[src/rtl/pmu_pkg.sv]
// Shared types for the PMU power sequencer: state encodings,
// registered output bundle and the state-to-output decode.
package pmu_pkg;

  localparam int PMU_CNT_W = 4;

  typedef enum logic [2:0] {
    ST_RUN       = 3'd0,
    ST_WAIT_IDLE = 3'd1,
    ST_ISO_ON    = 3'd2,
    ST_RST_ON    = 3'd3,
    ST_SLEEP     = 3'd4,
    ST_CLK_ON    = 3'd5,
    ST_RST_OFF   = 3'd6,
    ST_ISO_OFF   = 3'd7
  } pmu_state_e;

  typedef struct packed {
    logic iso;
    logic rst;
    logic clk_en;
    logic ack;
  } pmu_outs_t;

  // Level outputs are a pure function of the state being entered,
  // so registering this decode of the next state yields outputs that
  // switch on the same edge as the state.
  function automatic pmu_outs_t pmu_state_outs(pmu_state_e s);
    pmu_outs_t o;
    o.iso    = (s inside {ST_ISO_ON, ST_RST_ON, ST_SLEEP,
                          ST_CLK_ON, ST_RST_OFF});
    o.rst    = (s inside {ST_RST_ON, ST_SLEEP, ST_CLK_ON});
    o.clk_en = (s != ST_SLEEP);
    o.ack    = (s == ST_SLEEP);
    return o;
  endfunction

endpackage

[src/rtl/pmu_seq_cnt.sv]
// Loadable down counter with zero flag, shared by the timed states.
// Ports: clk_i, rst_ni, ld_i/ld_val_i (load), dec_i, zero_o.
module pmu_seq_cnt #(
  parameter int W = 4
) (
  input  logic         clk_i,
  input  logic         rst_ni,
  input  logic         ld_i,
  input  logic [W-1:0] ld_val_i,
  input  logic         dec_i,
  output logic         zero_o
);

  logic [W-1:0] cnt_q;
  logic [W-1:0] cnt_d;

  // Load wins over decrement; decrement saturates at zero.
  always_comb begin
    cnt_d = cnt_q;
    if (ld_i) begin
      cnt_d = ld_val_i;
    end else if (dec_i && (cnt_q != '0)) begin
      cnt_d = cnt_q - 1'b1;
    end
  end

  always_ff @(posedge clk_i or negedge rst_ni) begin
    if (!rst_ni) begin
      cnt_q <= '0;
    end else begin
      cnt_q <= cnt_d;
    end
  end

  assign zero_o = (cnt_q == '0);

endmodule

[src/rtl/pmu_pwr_seq.sv]
// Sleep/wake power sequencer: isolate -> reset -> gate clock on entry,
// exact reverse on wake. Inputs: clk_16m, rstn_16m, sleep_req,
// wakeup_evt, bus_idle, cfg_rst_hold, cfg_settle. Outputs: sleep_rst,
// iso_en, clk_gate_en, sleep_ack, sleep_abort, wake_done, pmu_state.
module pmu_pwr_seq
  import pmu_pkg::*;
#(
  parameter int D     = 1,
  parameter int CNT_W = PMU_CNT_W
) (
  input  logic             clk_16m,
  input  logic             rstn_16m,
  input  logic             sleep_req,
  input  logic             wakeup_evt,
  input  logic             bus_idle,
  input  logic [CNT_W-1:0] cfg_rst_hold,
  input  logic [CNT_W-1:0] cfg_settle,
  output logic             sleep_rst,
  output logic             iso_en,
  output logic             clk_gate_en,
  output logic             sleep_ack,
  output logic             sleep_abort,
  output logic             wake_done,
  output logic [2:0]       pmu_state
);

  // D is a simulation-only assignment delay with no functional role.
  if (D < 0) begin : g_bad_d
    $error("pmu_pwr_seq: D must be non-negative");
  end
  if (CNT_W < 1) begin : g_bad_w
    $error("pmu_pwr_seq: CNT_W must be at least 1");
  end

  pmu_state_e       state_q;
  pmu_state_e       state_d;
  pmu_outs_t        outs_q;
  logic             abort_q;
  logic             abort_d;
  logic             done_q;
  logic             done_d;
  logic             pend_q;
  logic             pend_d;

  logic             cnt_ld;
  logic             cnt_dec;
  logic [CNT_W-1:0] cnt_val;
  logic             cnt_zero;

  pmu_seq_cnt #(
    .W (CNT_W)
  ) u_cnt (
    .clk_i    (clk_16m),
    .rst_ni   (rstn_16m),
    .ld_i     (cnt_ld),
    .ld_val_i (cnt_val),
    .dec_i    (cnt_dec),
    .zero_o   (cnt_zero)
  );

  // The counter is loaded on the edge that enters a timed state, so
  // the first cycle in that state already sees the cfg value; exit
  // happens on the edge where it reads zero (value+1 cycles total).
  always_comb begin
    state_d = state_q;
    abort_d = 1'b0;
    done_d  = 1'b0;
    pend_d  = pend_q;
    cnt_ld  = 1'b0;
    cnt_dec = 1'b0;
    cnt_val = '0;
    unique case (state_q)
      ST_RUN: begin
        if (sleep_req) begin
          state_d = ST_WAIT_IDLE;
        end
      end
      ST_WAIT_IDLE: begin
        // Abort beats bus_idle: entry is still reversible here.
        if (wakeup_evt || !sleep_req) begin
          state_d = ST_RUN;
          abort_d = 1'b1;
        end else if (bus_idle) begin
          state_d = ST_ISO_ON;
        end
      end
      ST_ISO_ON: begin
        state_d = ST_RST_ON;
        cnt_ld  = 1'b1;
        cnt_val = cfg_rst_hold;
        if (wakeup_evt) begin
          pend_d = 1'b1;
        end
      end
      ST_RST_ON: begin
        if (wakeup_evt) begin
          pend_d = 1'b1;
        end
        if (cnt_zero) begin
          state_d = ST_SLEEP;
        end else begin
          cnt_dec = 1'b1;
        end
      end
      ST_SLEEP: begin
        // A wake seen during entry makes SLEEP a single cycle.
        if (wakeup_evt || pend_q) begin
          state_d = ST_CLK_ON;
          pend_d  = 1'b0;
          cnt_ld  = 1'b1;
          cnt_val = cfg_settle;
        end
      end
      ST_CLK_ON: begin
        if (cnt_zero) begin
          state_d = ST_RST_OFF;
          cnt_ld  = 1'b1;
          cnt_val = cfg_rst_hold;
        end else begin
          cnt_dec = 1'b1;
        end
      end
      ST_RST_OFF: begin
        if (cnt_zero) begin
          state_d = ST_ISO_OFF;
        end else begin
          cnt_dec = 1'b1;
        end
      end
      ST_ISO_OFF: begin
        state_d = ST_RUN;
        done_d  = 1'b1;
      end
      default: begin
        state_d = ST_RUN;
      end
    endcase
  end

  always_ff @(posedge clk_16m or negedge rstn_16m) begin
    if (!rstn_16m) begin
      state_q <= ST_RUN;
      outs_q  <= pmu_state_outs(ST_RUN);
      abort_q <= 1'b0;
      done_q  <= 1'b0;
      pend_q  <= 1'b0;
    end else begin
      state_q <= state_d;
      outs_q  <= pmu_state_outs(state_d);
      abort_q <= abort_d;
      done_q  <= done_d;
      pend_q  <= pend_d;
    end
  end

  assign sleep_rst   = outs_q.rst;
  assign iso_en      = outs_q.iso;
  assign clk_gate_en = outs_q.clk_en;
  assign sleep_ack   = outs_q.ack;
  assign sleep_abort = abort_q;
  assign wake_done   = done_q;
  assign pmu_state   = state_q;

  // Ordering invariants: reset only under isolation, clock only
  // stopped while reset is held.
  a_rst_iso: assert property (
    @(posedge clk_16m) disable iff (!rstn_16m)
    sleep_rst |-> iso_en);
  a_clk_rst: assert property (
    @(posedge clk_16m) disable iff (!rstn_16m)
    !clk_gate_en |-> sleep_rst);
  a_ack_clk: assert property (
    @(posedge clk_16m) disable iff (!rstn_16m)
    sleep_ack == !clk_gate_en);

endmodule

[config.mk]
export PLATFORM = sky130hd
export DESIGN_NAME = pmu_pwr_seq
export DESIGN_NICKNAME = d
export VERILOG_FILES = /design/src/rtl/pmu_pkg.sv /design/src/rtl/pmu_seq_cnt.sv /design/src/rtl/pmu_pwr_seq.sv
export SDC_FILE = /design/constraint.sdc
export NUM_CORES = 1
export LEC_CHECK = 0
export CAP_MARGIN = 10
export CORE_MARGIN = 2
export CORE_UTILIZATION = 49
export DETAILED_ROUTE_END_ITERATION = 10
export PLACE_DENSITY = 0.83
export SLEW_MARGIN = 20
export SYNTH_ARGS = -nofsm -noshare
export SYNTH_HDL_FRONTEND = slang
export SYNTH_SLANG_ARGS = --single-unit
[constraint.sdc]
create_clock -name clk_16m -period 5.3 [get_ports clk_16m]
set_input_delay 1.06 -clock clk_16m [delete_from_list [all_inputs] [get_ports clk_16m]]
set_output_delay 1.06 -clock clk_16m [all_outputs]
set_load 0.005 [all_outputs]
==> flow_metrics.py <==
metrics = {
    "route": {
        "ant_nets": 0,
        "drt-total-wl_um": 1549,
        "drcViolationCount": 0,
        "wl_per_cell_um": 13.02,
        "dr.pass1.iters": 4,
        "post_drt_via_cell_ratio": 5.622,
        "vias": 669,
        "first_iter_violations": 12,
    },
    "floorplan": {
        "core_um2": 1489,
        "die-area_um2": 1920,
        "die_w_um": 43.82,
        "fp-row-count": 14,
        "die-height_um": 43.82,
        "pin_count": 22,
        "start_util_pct": 52.18,
    },
    "worst_setup_path": {
        "start_kind": "register",
        "cp-startpoint": "pmu_state[0]$_DFF_PN0_",
        "slowest_stage": "dfrtp_1",
        "crit_fanout": 16,
        "r2r_cells": 6,
        "arrival_ps": 1540,
        "worst-path-buf-inv": 1,
        "critPathKind": "reg -> out",
        "required_ps": 4240,
        "r2r_slack_ps": 3380,
        "worstReg2RegEnd": "u_cnt.cnt_q[2]$_DFFE_PN0P_",
        "cp_top_family": "flip-flops",
        "path_cells": "clkdlybuf4s50_1",
        "worst_setup_path_end_kind": "primary output",
        "slowest_delay_ps": 660,
        "r2r-start": "u_cnt.cnt_q[1]$_DFFE_PN0P_",
    },
    "sta": {
        "maxSlewHeadroom_pct": 59.85,
        "rsz0062_at_grt": "no",
        "skew_ps": 7.129,
        "maxSlewViolCount": 0,
        "worst_slack_ps": 2695,
        "worst_pin_slew_ps": 600.4,
        "max_freq_mhz": 383.9,
        "fin_crit_sh_pct": 49.15,
        "setup_viol": 0,
        "finalHoldViolations": 0,
        "min_period_ps": 2605,
        "fin_tns_setup_ps": 0,
    },
    "synth": {
        "post_synth_num_cell_types": 34,
        "synthesis.nets": 95,
        "avgSynthCellArea_um2": 9.593,
        "netlist_area_um2": 777.0,
        "yosysTopAreaCellShare_pct": 41.87,
        "synth_seq_cells": 14,
        "synth_area_leaders": "dfrtp_1, a21oi_1, nor2_1",
        "synth_largest_area_cell": "dfrtp_1",
        "ys_seq_area_share_pct": 45.25,
        "yosys_warnings": 0,
        "netlist_instances": 81,
    },
    "clocking": {
        "ctsHoldBuffers": 0,
        "clock_sinks": 14,
        "cts_tree": "done",
        "clk_latency_ps": 280,
        "clk_pin_slew_ps": 80,
        "clock_path_buffers": 2,
        "numCtsBuffers": 3,
        "postCtsResizedCells": 0,
        "clock-root-buffer": "clkbuf_4",
        "post_cts_buffers": 0,
        "cts_max_level": 1,
    },
    "grt": {
        "grt_max_degree": 17,
        "grt.total_usage_pct": 19.27,
        "first_global_vias": 608,
        "grt.overflow.total": 0,
        "antenna_found_initial": 0,
        "grt_pass1_wl_um": 2635,
    },
    "place": {
        "gp_congestion": 0.8317,
        "dp_slack_ps": 2656,
        "io_buffers": 21,
        "place.detailed.hpwl_um": 1172,
    },
    "cells_and_area": {
        "diodes": 0,
        "final_nets": 118,
        "syn_to_final_growth_pct": 32.37,
        "drive_above_1_share_pct": 11.65,
    },
    "worst_hold_path": {
        "hold_depth": 2,
        "hold_end": "pend_q$_DFFE_PN0P_",
        "hold_start": "pend_q$_DFFE_PN0P_",
        "hold_path_class": "reg -> reg",
    },
    "power": {
        "clock_power_share_pct": 13.5,
        "p_int_uw": 347.2,
        "swShare_pct": 37.55,
        "vdd_drop_max_mv": 0.3138,
        "pwr-share-comb_pct": 49.3,
        "p_leak_nw": 0.4647,
        "switching_power_uw": 208.8,
        "power_density_nw_per_um2": 540.7,
        "seqPwrFrac_pct": 37.2,
    },
    "job": {
        "cap_violations": 0,
    },
    "status": {
        "status": "finished clean",
    },
}
[power groups by stage]
stage                     combinational [mW]  sequential [mW]  clock [mW]
final                                  0.274            0.207      0.0753
after global routing                   0.306            0.215      0.0827
after CTS                              0.276            0.207      0.0773
after detailed placement               0.275            0.210           0
after global placement                 0.264            0.206           0
after floorplan                        0.201            0.187           0
[worst min-delay path, delay by kind of cell (launching register included)]
| family | cells | cell delay, ps |
|---|---|---|
| compound gates | 2 | 170 |
| flops | 1 | 370 |
[metal layers]
layer / up-vias / part of all wire, % / GRT usage (%)
li1: 335 / - / -
met1: 309 / 46 / 23.34
met2: 20 / 46 / 30.00
met3: 5 / 6.3 / 7.500
met4: 0 / 2.0 / 9.091
met5: - / 0 / 0
[sequential cells by signal, indices dropped and copies added (netlist names)]
signal / flops
wake_done: 1
clk_gate_en: 1
sleep_abort: 1
pmu_state: 3
sleep_rst: 1
sleep_ack: 1
u_cnt.cnt_q: 4
iso_en: 1
pend_q: 1
[final cells by class]
class                           instances  area (um2)
Timing Repair Buffer                   21       210.2
Inverter                                5       18.77
Multi-Input combinational cell         59       391.6
Clock buffer                            4       36.28
Sequential cell                        14       351.6
Fill cell                             117       460.4
Tap cell                               16       20.02
[kinds of logic (layout without fill, tap and decap cells)]
| kind of cell | Yosys count | in the layout | synth area share, % |
|---|---|---|---|
| buffers and inverters | 8 | 30 | 4.349 |
| xor gates and xnor gates | 2 | 2 | 2.255 |
| and+or+nand+nor | 30 | 30 | 22.71 |
| AOI/OAI and AO/OA | 24 | 24 | 21.09 |
| DFF | 14 | 14 | 45.25 |
| adders and majority gates | 1 | 1 | 1.610 |
| muxes | 2 | 2 | 2.737 |
[per-stage QoR]
| stage | utilization (%) | hold WS (ps) | cell area, um2 | total power [mW] | instances |
|---|---|---|---|---|---|
| 3_5_place_dp | 66.64 | 554.9 | 992.2 | 0.4844 | 115 |
| 6_report | 69.08 | 573.7 | 1028 | 0.5561 | 119 |
| 3_3_place_gp | 66.64 | 532.7 | 992.2 | 0.4705 | 115 |
| 2_1_floorplan | - | 500.2 | 777.0 | 0.3879 | 81 |
| 4_1_cts | 69.08 | 579.2 | 1028 | 0.5606 | 119 |
| 5_1_grt | 69.08 | 605.1 | 1028 | 0.6037 | 119 |
[worst max path at each step]
stage / end / cells after the start
detailed placement: u_cnt.cnt_q[1]$_DFFE_PN0P_ / 6
global route: pmu_state[0] / 1
finish: pmu_state[0] / 1
global placement: u_cnt.cnt_q[1]$_DFFE_PN0P_ / 6
floorplan: u_cnt.cnt_q[2]$_DFFE_PN0P_ / 4
CTS: pmu_state[0] / 1
[synthesized netlist by cell type]
master	count
nand2b_1	3
buf_4	1
a311oi_2	1
a21o_1	2
mux2i_1	1
nor2_1	9
xnor2_1	1
a221oi_1	1
nand4bb_2	1
a32oi_1	1
nand2_1	4
dfrtp_1	13
nor3_1	2
o211a_1	1
o22ai_1	1
nor2b_1	3
and3_1	2
ha_1	1
o21ai_0	4
or3_4	1
nor4_1	1
clkbuf_1	2
o21ai_1	2
nor3b_2	1
mux2_2	1
xor2_1	1
a22oi_1	3
a21oi_1	7
or2_1	1
o22ai_2	1
dfstp_2	1
nor3_2	1
inv_1	5
nand3_1	1
[placed cells by master, fill, tap and decap left out, types with 2 or more instances in the layout]
master	instances
o21ai_0	4
inv_1	5
a21o_1	2
nand2_1	4
a21oi_1	7
clkbuf_4	3
nor2b_1	3
dfrtp_1	13
o21ai_1	2
clkdlybuf4s50_1	21
and3_1	2
nand2b_1	3
nor2_1	9
a22oi_1	3
nor3_1	2
Note: power is estimated with default switching activity, not from simulation.
